File: config.mk
export PLATFORM = sky130hd
export DESIGN_NAME = async_fifo
export DESIGN_NICKNAME = d
export VERILOG_FILES = /design/src/rtl/fifo_pkg.sv /design/src/rtl/fifo_mem.sv /design/src/rtl/async_fifo.sv
export SDC_FILE = /design/constraint.sdc
export NUM_CORES = 1
export LEC_CHECK = 0
export CORE_UTILIZATION = 40
export DETAILED_ROUTE_END_ITERATION = 10
export GPL_ROUTABILITY_DRIVEN = 0
export GPL_TIMING_DRIVEN = 0
export SETUP_SLACK_MARGIN = 0.05
export SYNTH_ARGS = -nofsm -noshare
export SYNTH_HDL_FRONTEND = slang
export SYNTH_SLANG_ARGS = --single-unit
File: constraint.sdc
create_clock -name clk -period 3.4 [get_ports clk]
set_input_delay 0.68 -clock clk [delete_from_list [all_inputs] [get_ports clk]]
set_output_delay 0.68 -clock clk [all_outputs]
set_load 0.01 [all_outputs]
File: src/rtl/fifo_pkg.sv
// Shared sizing helpers for the convolution-datapath FIFO.
package fifo_pkg;

    function automatic int unsigned ptr_width(input int unsigned depth);
        return $clog2(depth) + 1;
    endfunction

    localparam int unsigned DEF_DATA_WIDTH = 8;
    localparam int unsigned DEF_FIFO_DEPTH = 16;
    localparam int unsigned DEF_PTR_W      = ptr_width(DEF_FIFO_DEPTH);

    typedef logic [DEF_PTR_W-1:0] count_t;

endpackage

File: src/rtl/fifo_mem.sv
// Simple dual-port RAM: synchronous write, registered synchronous read.
module fifo_mem #(
    parameter int unsigned DATA_WIDTH = 8,
    parameter int unsigned DEPTH      = 16,
    parameter int unsigned ADDR_W     = 4
) (
    input  logic                  clk,
    input  logic                  rst_n,
    input  logic                  i_wr_en,
    input  logic [ADDR_W-1:0]     i_wr_addr,
    input  logic [DATA_WIDTH-1:0] i_wr_data,
    input  logic                  i_rd_en,
    input  logic [ADDR_W-1:0]     i_rd_addr,
    output logic [DATA_WIDTH-1:0] o_rd_data
);

    logic [DATA_WIDTH-1:0] r_mem [DEPTH];
    logic [DATA_WIDTH-1:0] r_rd_data;

    always_ff @(posedge clk) begin
        if (i_wr_en) begin
            r_mem[i_wr_addr] <= i_wr_data;
        end
    end

    // Read-before-write: a same-address write on this edge is not visible here.
    always_ff @(posedge clk or negedge rst_n) begin
        if (!rst_n) begin
            r_rd_data <= '0;
        end else if (i_rd_en) begin
            r_rd_data <= r_mem[i_rd_addr];
        end
    end

    assign o_rd_data = r_rd_data;

endmodule

File: src/rtl/async_fifo.sv
// Single-clock FIFO with wrap-bit pointers, occupancy and debug error pulses.
module async_fifo
    import fifo_pkg::*;
#(
    parameter int unsigned DATA_WIDTH = DEF_DATA_WIDTH,
    parameter int unsigned FIFO_DEPTH = DEF_FIFO_DEPTH
) (
    input  logic                          clk,
    input  logic                          rst_n,
    input  logic                          wr_en,
    input  logic [DATA_WIDTH-1:0]         wr_data,
    input  logic                          rd_en,
    output logic [DATA_WIDTH-1:0]         rd_data,
    output logic                          full,
    output logic                          empty,
    output logic [$clog2(FIFO_DEPTH):0]   count,
    output logic                          overflow,
    output logic                          underflow
);

    localparam int unsigned PTR_W = ptr_width(FIFO_DEPTH);
    localparam int unsigned AW    = PTR_W - 1;

    if (FIFO_DEPTH < 2 || (FIFO_DEPTH & (FIFO_DEPTH - 1)) != 0) begin : g_bad_depth
        $error("async_fifo: FIFO_DEPTH must be a power of two >= 2");
    end

    logic [PTR_W-1:0] r_wr_ptr;
    logic [PTR_W-1:0] r_rd_ptr;
    logic             r_overflow;
    logic             r_underflow;
    logic             w_empty;
    logic             w_full;
    logic             w_rd_acc;
    logic             w_wr_acc;

    assign w_empty  = (r_wr_ptr == r_rd_ptr);
    assign w_full   = (r_wr_ptr[AW-1:0] == r_rd_ptr[AW-1:0]) && (r_wr_ptr[AW] != r_rd_ptr[AW]);
    assign w_rd_acc = rd_en && !w_empty;
    // A pop on a full FIFO frees the slot the concurrent push lands in.
    assign w_wr_acc = wr_en && (!w_full || w_rd_acc);

    always_ff @(posedge clk or negedge rst_n) begin
        if (!rst_n) begin
            r_wr_ptr    <= '0;
            r_rd_ptr    <= '0;
            r_overflow  <= 1'b0;
            r_underflow <= 1'b0;
        end else begin
            if (w_wr_acc) begin
                r_wr_ptr <= r_wr_ptr + 1'b1;
            end
            if (w_rd_acc) begin
                r_rd_ptr <= r_rd_ptr + 1'b1;
            end
            r_overflow  <= wr_en && w_full && !w_rd_acc;
            r_underflow <= rd_en && w_empty;
        end
    end

    fifo_mem #(
        .DATA_WIDTH (DATA_WIDTH),
        .DEPTH      (FIFO_DEPTH),
        .ADDR_W     (AW)
    ) u_mem (
        .clk        (clk),
        .rst_n      (rst_n),
        .i_wr_en    (w_wr_acc),
        .i_wr_addr  (r_wr_ptr[AW-1:0]),
        .i_wr_data  (wr_data),
        .i_rd_en    (w_rd_acc),
        .i_rd_addr  (r_rd_ptr[AW-1:0]),
        .o_rd_data  (rd_data)
    );

    assign full      = w_full;
    assign empty     = w_empty;
    assign count     = r_wr_ptr - r_rd_ptr;
    assign overflow  = r_overflow;
    assign underflow = r_underflow;

endmodule

# Word level (Yosys, flattened, before mapping)
# Memory sizes are Yosys's and may differ from the RTL's. A register that Yosys moved wholly into a read port is not among the register bits.
# Cells that the tools add are included.
[op_classes]
add_sub_neg = 3
n_eq_ne = 3
muxes = 2
reduce_logical = 11
[op_table]
columns = ["cell", "n"]
rows = [
  ["$add 5x1->5 const B", 2],
  ["$logic_and 1x1->1", 6],
  ["$eq 5x5->1", 1],
  ["$sub 5x5->5", 1],
  ["$eq 4x4->1", 1],
  ["$logic_not 1->1", 4],
  ["$mux 1", 2],
  ["$logic_or 1x1->1", 1],
  ["$ne 1x1->1", 1],
]
[word_totals]
register_bits = 12
ramBits = 128
in_bits = 12
out_inout_bits = 17
wordCells = 24
n_memories = 1
[mem_list]
columns = ["memory", "words", "word_bits", "read_ports", "rd_clocked_by_memory_dff", "write_ports", "line", "source"]
rows = [
  ["u_mem.r_mem", 16, 8, 1, 1, 1, "fifo_mem.sv:17", "logic [DATA_WIDTH-1:0] r_mem [DEPTH];"],
]

# Logic depth before layout (Yosys ltp)
# Gate-level depths: netlist (run 1).
[depth]
word_depth = 7
ltp_mapped = 9
mapped_depth_nobuf = 7

# Hierarchy
# From an unflattened synthesis (run 1), not the netlist that was laid out.
[hier_totals]
cells_unflattened = 306
hier_area_um2 = 6053.3
[modules_own_cells]
columns = ["mod", "instances", "cells_per_inst", "area_each_um2", "seq_area_each_um2"]
rows = [
  ["fifo_mem", 1, 240, 5331.4, 4043.9],
  ["async_fifo", 1, 66, 721.9, 300.3],
]

# Worst setup path before layout (run 1)
# No wires, ideal clock.
[synth_timing]
kind = "register to register"
from = "register r_rd_ptr[2]"
to = "memory u_mem.r_mem[3][0], enable pin"
setup_time_ns = 0.383
arrival_time_ns = 2.395
setup_slack_ns = 0.621
path_stages_with_launch = 10
cell_sequence = "dfrtp_1 clkbuf_8 clkbuf_1 inv_1 ha_1 nand4_1 o31a_1 buf_2 nand2_1 nor3_1"
[synth_between]
elab_chain_cells = 7
[synth_rtl]
columns = ["item", "line", "source"]
rows = [
  ["from (decl)", "async_fifo.sv:29", "logic [PTR_W-1:0] r_rd_ptr;"],
  ["from (signal assigned)", "async_fifo.sv:54", "r_rd_ptr <= r_rd_ptr + 1'b1;"],
  ["$eq 5x5->1 / $eq 4x4->1 (equally long branches)", "async_fifo.sv:37, async_fifo.sv:38", ""],
  ["$logic_not 1->1 / $logic_and 1x1->1 (equally long branches)", "async_fifo.sv:39, async_fifo.sv:38", ""],
  ["$logic_and 1x1->1 / $logic_not 1->1 (equally long branches)", "async_fifo.sv:39, async_fifo.sv:41", ""],
  ["$logic_or 1x1->1 (*)", "async_fifo.sv:41", "assign w_wr_acc = wr_en && (!w_full || w_rd_acc);"],
  ["$logic_and 1x1->1 (*)", "async_fifo.sv:41", ""],
  ["$mux 1 (*)", "fifo_mem.sv:21", "if (i_wr_en) begin"],
  ["$mux 1 (implied by the code) (*)", "fifo_mem.sv:22", "r_mem[i_wr_addr] <= i_wr_data;"],
  ["to (decl)", "fifo_mem.sv:17", ""],
]
# Mark *: on every way between the ends. The rest lies on a longest branch, timed or not.

# Worst setup path in the final report (run 1)
[layout_timing]
from = "register r_rd_ptr[3]"
to = "output port empty"
[layout_between]
elab_chain_cells = 1
[layout_rtl]
columns = ["item", "line", "source"]
rows = [
  ["$eq 5x5->1", "async_fifo.sv:37", "assign w_empty = (r_wr_ptr == r_rd_ptr);"],
  ["to (decl)", "async_fifo.sv:15", "output logic empty,"],
]
# Every way passes these cells.

==> flow_metrics.env, run 1 <==
export IMPL_power_share_switching_pct=29.4
export IMPL_leakage_nw=2.44
export IMPL_finalHoldViolations=0
export IMPL_rr_startpoint="r_rd_ptr[3]"
export IMPL_synth_area_leaders="edfxtp_1 (64%), mux4_1 (8.8%), dfrtp_1 (8.4%), mux4_2 (4.5%), ha_1 (1.9%)"
export IMPL_drive_gt1_share_pct=17.2
export IMPL_power_share_sequential_pct=37.0
export IMPL_clock_sinks=148
export IMPL_cp_end_kind="primary output"
export IMPL_port_buffers=28
export IMPL_critPathLaunchType="flop"
export IMPL_final_cell_area_um2=7110
export IMPL_hp_start="r_rd_ptr[4]"
export IMPL_fin_skew_ps=8.28
export IMPL_area_growth_pct=19.3
export IMPL_slew_viol_final=0
export IMPL_path_clk_slew_ps=60
export IMPL_critPathMaxStageDelay_ps=560
export IMPL_drt_wl_total_um=11900
export IMPL_antennaDiodeCount=0
export IMPL_use_met3_pct=3.53
export IMPL_syn_inst=301
export IMPL_slew_limit_headroom_pct=33.0
export IMPL_internal_power_w=0.00454
export IMPL_path_max_fanout=10
export IMPL_cts_buffers=17
export IMPL_io_pins=29
export IMPL_synth_cell_type_count=31
export IMPL_yosysTopAreaCell="edfxtp_1"
export IMPL_cts_path_max_buffers=2
export IMPL_period_share_pct=90.4
export IMPL_fin_nets=369
export IMPL_synth_top_area_share_pct=64.5
export IMPL_grt_util_met2_pct=27.1
export IMPL_multiInputGateArea_um2=1520
export IMPL_cts_max_level=4
export IMPL_grt_pass1_wl_um=17500
export IMPL_synthArstFlopShare_pct=13.5
export IMPL_setup_viol=0
export IMPL_cpLargestDelayFamily="buffers and inverters"
export IMPL_crit_required_ps=2720
export IMPL_fillers=1220
export IMPL_syn_area_um2=5960
export IMPL_syn_nets=323
export IMPL_drt_initial_drc_count=160
export IMPL_setup_tns_ps=0
export IMPL_first_pass_iters=4
export IMPL_drc=0
export IMPL_die_area_um2=15400
export IMPL_worstPathArrival_ps=2390
export IMPL_clk_latency_ps=410
export IMPL_initial_core_util_pct=41.0
export IMPL_synthMostInstantiatedCell="edfxtp_1"
export IMPL_finalNonFillerCells=544
export IMPL_synth_edff_count=128
export IMPL_postRouteAntennaNets=0
export IMPL_ir_drop_v=0.000439
export IMPL_cellPowerDensity_nw_per_um2=906
export IMPL_critPathSlowestCell="clkdlybuf4s50_1"
export IMPL_synth_commonest_cells="edfxtp_1 (128), dfrtp_1 (20), mux4_1 (20), o22ai_1 (16), nor2_1 (13)"
export IMPL_regArea_um2=4340
export IMPL_worstPathCellList="inv_2 > ha_1 > nand4_1 > nor2_1 > clkdlybuf4s50_1"
export IMPL_crit_buf_inv=2
export IMPL_track_usage_pct=17.0
export IMPL_yosys_warnings=0
export IMPL_p_switching_w=0.00189
export IMPL_die_x_um=124
export IMPL_place_area_um2=6490
export IMPL_core_area_um2=14500
export IMPL_pwr_share_clk_pct=30.2
export IMPL_grt_pass1_vias=2895
export IMPL_post_cts_setup_buffers=0
export IMPL_period_minus_slack_ps=3070
export IMPL_synth_seq_cells=148
export IMPL_crit_start="r_rd_ptr[3]"
export IMPL_combPwrFrac_pct=32.9
export IMPL_use_met1_pct=22.0
export IMPL_tightest_slew_ps=1000
export IMPL_post_drt_via_cell_ratio=5.35
export IMPL_crit_type="flop to primary output"
export IMPL_dp_cells=513
export IMPL_synth_area_per_cell_um2=19.8
export IMPL_wire_per_inst_um=21.8
export IMPL_holdWs_ps=531
export IMPL_cts_tree="built"
export IMPL_max_freq_ghz=0.325
export IMPL_die_y_um=124
export IMPL_grt_max_degree=21
export IMPL_ctsHoldBuffers=0
export IMPL_vias=2913
export IMPL_root_buffer="clkbuf_16"
export IMPL_hpwl_um=7470
export IMPL_top_usage_layer="met2"
export IMPL_grt_overflow=0
export IMPL_row_count=44
export IMPL_synthFlopType="edfxtp_1"
export IMPL_hp_class="flop to flop"
export IMPL_antenna_found_initial=0
export IMPL_status="finished, final reports clean"
export IMPL_rsz0062_at_grt="no"
export IMPL_ys_seq_area_share_pct=72.9
export IMPL_cap_violations=0
-- layout make-up --
type | instances | share of cell area, %
Clock inverter | 10 | 2.18
Tap cell | 184 | 3.24
Clock buffer | 22 | 6.53
Buffer | 12 | 1.20
Timing Repair Buffer | 28 | 3.98
Inverter | 8 | 0.422
Sequential cell | 148 | 61.1
Multi-Input combinational cell | 132 | 21.3
-- cells in the final DEF, fill, tap and decap left out, types with 2 or more instances in the layout --
cell type	n
buf_2	3
inv_1	6
clkbuf_16	17
edfxtp_1	128
clkdlybuf4s50_1	27
a21o_1	2
nor2_1	13
inv_2	2
buf_6	3
nand2_1	10
clkbuf_1	6
mux2_2	8
mux4_1	20
nor3_2	4
a21oi_1	10
bufinv_16	4
o21ai_0	2
xor2_1	3
mux4_2	12
clkinv_2	3
clkbuf_8	3
dfrtp_1	20
ha_1	9
o22ai_1	16
xnor2_1	10
nand2b_1	2
nand4_1	5
-- stage by stage --
step / total power (W) / setup slack (ps) / util (%)
2_1_floorplan: 0.00376 / 621 / -
3_3_place_gp: 0.00452 / -439 / 44.5
3_5_place_dp: 0.00457 / -17.5 / 44.7
4_1_cts: 0.00651 / 100 / 48.9
5_1_grt: 0.00675 / 163 / 48.9
6_report: 0.00644 / 327 / 48.9
-- kinds of logic (layout without fill, tap and decap cells) --
family                     after synthesis  in the layout  synth area share [%]
muxes                                   40             40                  14.9
AOI/OAI and AO/OA                       33             33                  3.34
adders and majority gates               10             10                  2.23
DFF                                    148            148                  72.9
and+or+nand+nor                         36             36                  2.77
buffers and inverters                   21             80                  1.99
xor gates and xnor gates                13             13                  1.91
-- path summary, 6_finish.rpt --
path / to / slack [ps] / cells past startpoint
max in group asynchronous: u_mem.o_rd_data[2] / 1970 / 1
max: empty / 330 / 5
min reg2reg: r_rd_ptr[4] / 530 / 1
max reg2reg: u_mem.r_mem[14][6] / 510 / 7
min: r_rd_ptr[4] / 530 / 1
min in group asynchronous: r_wr_ptr[2] / 820 / 1
-- routing by layer --
metal | vias to the layer above | share of wire [%]
met1 | 1507 | 43
met3 | 8 | 4.1
li1 | 1326 | -
met2 | 72 | 52
met5 | - | 0
met4 | 0 | 1.2
-- state kept, by name, indices dropped and copies added (netlist names) --
name,cells
r_rd_ptr,5
r_wr_ptr,5
u_mem.r_mem,128
underflow,1
u_mem.o_rd_data,8
overflow,1
-- power by group through the flow --
| stage | combinational (W) | clock (W) | sequential (W) |
|---|---|---|---|
| floorplan | 0.00136 | 0 | 0.00240 |
| global placement | 0.00211 | 0 | 0.00241 |
| detailed placement | 0.00215 | 0 | 0.00242 |
| CTS | 0.00215 | 0.00197 | 0.00238 |
| global route | 0.00230 | 0.00205 | 0.00240 |
| finish | 0.00212 | 0.00194 | 0.00238 |
-- what timing repair did --
action,in CTS,in global routing
endpoints found under the setup margin,95,1
cloned,0,0
gates resized for setup,1,1
Note: power is estimated with default switching activity, not from simulation.
==> run 2, diff against run 1 <==
--- a/config.mk
+++ b/config.mk
@@ -5,7 +5,9 @@
 export SDC_FILE = /design/constraint.sdc
 export NUM_CORES = 1
 export LEC_CHECK = 0
+export CORE_MARGIN = 2
 export CORE_UTILIZATION = 40
+export CTS_CLUSTER_SIZE = 12
 export DETAILED_ROUTE_END_ITERATION = 10
 export GPL_ROUTABILITY_DRIVEN = 0
 export GPL_TIMING_DRIVEN = 0
==> flow_metrics.env, run 2 (same netlist as run 1, synthesis figures left out) <==
export IMPL_status="finished, final reports clean"
export IMPL_drt_wl_total_um=11600
export IMPL_cts_tree="built"
export IMPL_hp_class="flop to flop"
export IMPL_largest_register_ffs=128
export IMPL_critPathMaxStageDelay_ps=550
export IMPL_slew_viol_final=0
export IMPL_clock_sinks=148
export IMPL_finalHoldViolations=0
export IMPL_period_share_pct=90.4
export IMPL_critPathLaunchType="flop"
export IMPL_grt_overflow=0
export IMPL_endpoint="empty"
export IMPL_hpwl_um=7450
export IMPL_ctsHoldBuffers=0
export IMPL_drive_gt1_share_pct=17.5
export IMPL_fin_skew_ps=8.75
export IMPL_drt_initial_drc_count=255
export IMPL_port_buffers=28
export IMPL_tightest_slew_ps=938
export IMPL_cp_end_kind="primary output"
export IMPL_rr_startpoint="r_rd_ptr[2]"
export IMPL_top_register="u_mem.r_mem"
export IMPL_track_usage_pct=15.8
export IMPL_combPwrFrac_pct=33.6
export IMPL_cts_buffers=17
export IMPL_grt_pass1_wl_um=17900
export IMPL_rsz0062_at_grt="no"
export IMPL_post_drt_via_cell_ratio=5.40
export IMPL_power_share_switching_pct=30.6
export IMPL_path_clk_slew_ps=60
export IMPL_fin_ws_ps=326
export IMPL_die_y_um=126
export IMPL_pwr_share_clk_pct=28.5
export IMPL_io_pins=29
export IMPL_fin_nets=369
export IMPL_cts_max_level=4
export IMPL_cts_path_max_buffers=2
export IMPL_reg2reg_slack_ps=560
export IMPL_clk_latency_ps=420
export IMPL_place_ws_ps=-56.9
export IMPL_grt_max_degree=21
export IMPL_first_pass_iters=6
export IMPL_row_count=44
export IMPL_die_x_um=126
export IMPL_worstPathArrival_ps=2390
export IMPL_root_buffer="clkbuf_16"
export IMPL_multiInputGateArea_um2=1520
export IMPL_layout_common_cells="edfxtp_1 (128), clkdlybuf4s50_1 (27), mux4_1 (20), dfrtp_1 (20), clkbuf_16 (17)"
export IMPL_crit_required_ps=2720
export IMPL_worstPathCellList="clkbuf_8 > inv_1 > ha_1 > nand4_1 > nor2_1 > clkdlybuf4s50_1"
export IMPL_path_max_fanout=18
export IMPL_finish_utilization_pct=48.6
export IMPL_wire_per_inst_um=21.4
export IMPL_power_share_sequential_pct=38.0
export IMPL_regArea_um2=4340
export IMPL_postRouteAntennaNets=0
export IMPL_grt_pass1_vias=3092
export IMPL_antennaDiodeCount=0
export IMPL_die_area_um2=15900
export IMPL_cap_violations=0
export IMPL_p_switching_w=0.00192
export IMPL_ir_drop_v=0.000463
export IMPL_setup_viol=0
export IMPL_initial_core_util_pct=41.0
export IMPL_leakage_nw=2.40
export IMPL_internal_power_w=0.00436
export IMPL_worst_r2r_endpoint="u_mem.r_mem[7][7]"
export IMPL_core_area_um2=14500
export IMPL_layout_commonest_cell="edfxtp_1"
export IMPL_critPathSlowestCell="clkdlybuf4s50_1"
export IMPL_period_minus_slack_ps=3070
export IMPL_crit_type="flop to primary output"
export IMPL_antenna_found_initial=0
export IMPL_r2r_cells=8
export IMPL_max_freq_ghz=0.325
export IMPL_fillers=1245
export IMPL_drc=0
export IMPL_finalPower_w=0.00629
export IMPL_slew_limit_headroom_pct=37.3
export IMPL_vias=2938
export IMPL_area_growth_pct=18.5
export IMPL_crit_start="r_rd_ptr[2]"
export IMPL_cellPowerDensity_nw_per_um2=891
[run 2: worst min-delay path by stage]
stage / slack [ps] / cells past startpoint / start / end
final: 540 / 1 / r_rd_ptr[4] / r_rd_ptr[4]
after detailed placement: 530 / 1 / r_rd_ptr[3] / r_rd_ptr[3]
after global placement: 530 / 1 / r_wr_ptr[4] / r_wr_ptr[4]
after floorplan: 380 / 0 / rst_n / overflow
after global routing: 560 / 1 / r_rd_ptr[4] / r_rd_ptr[4]
after CTS: 550 / 1 / r_wr_ptr[4] / r_wr_ptr[4]
[run 2: power by group through the flow]
stage | clock network (W) | logic (W) | registers, W
final | 0.00179 | 0.00211 | 0.00239
after detailed placement | 0 | 0.00214 | 0.00242
after global placement | 0 | 0.00212 | 0.00241
after CTS | 0.00182 | 0.00215 | 0.00239
after global routing | 0.00191 | 0.00229 | 0.00241
after floorplan | 0 | 0.00136 | 0.00240
[run 2: timing repair]
action	in CTS	in global routing
setup endpoints to repair	125	1
resized for setup	2	1
setup buffers	0	0
[run 2: cell type report]
type                    instances  area share, %
plain buffers                  12           1.21
clock buffers                  19           6.13
clock inverters                13           1.90
inverters                       8          0.425
multi-input cells             132           21.5
flip-flops and latches        148           61.5
well taps                     184           3.26
repair buffers                 28           4.01
[run 2: stage by stage]
step	TNS (ps)	hold slack, ps	area, µm²	instances
after global placement	-16700	531	6470	513
after CTS	0	547	7060	544
after floorplan	0	384	5960	301
after detailed placement	-2470	533	6490	513
after global routing	0	558	7060	544
final	0	536	7060	544
[run 2: routing by layer]
| layer | up-vias | track usage (%) | part of all wire, % |
|---|---|---|---|
| li1 | 1326 | - | - |
| met1 | 1530 | 21.0 | 46 |
| met2 | 69 | 25.0 | 49 |
| met3 | 13 | 4.42 | 3.4 |
| met4 | 0 | 5.88 | 1.9 |
| met5 | - | 0 | 0 |
[run 2: worst max-delay path: cells and delay by family (launching register included)]
family / cells / cell delay [ps]
adders and majority gates: 1 / 360
buffers and inverters: 3 / 840
DFF: 1 / 330
and+or+nand+nor: 2 / 440
==> run 3, diff against run 2 <==
--- a/config.mk
+++ b/config.mk
@@ -11,6 +11,7 @@
 export DETAILED_ROUTE_END_ITERATION = 10
 export GPL_ROUTABILITY_DRIVEN = 0
 export GPL_TIMING_DRIVEN = 0
+export HOLD_SLACK_MARGIN = 0.12
 export SETUP_SLACK_MARGIN = 0.05
 export SYNTH_ARGS = -nofsm -noshare
 export SYNTH_HDL_FRONTEND = slang
==> results of run 3 <==
Same layout as run 2: the final DEF is identical, and so are final timing and power.
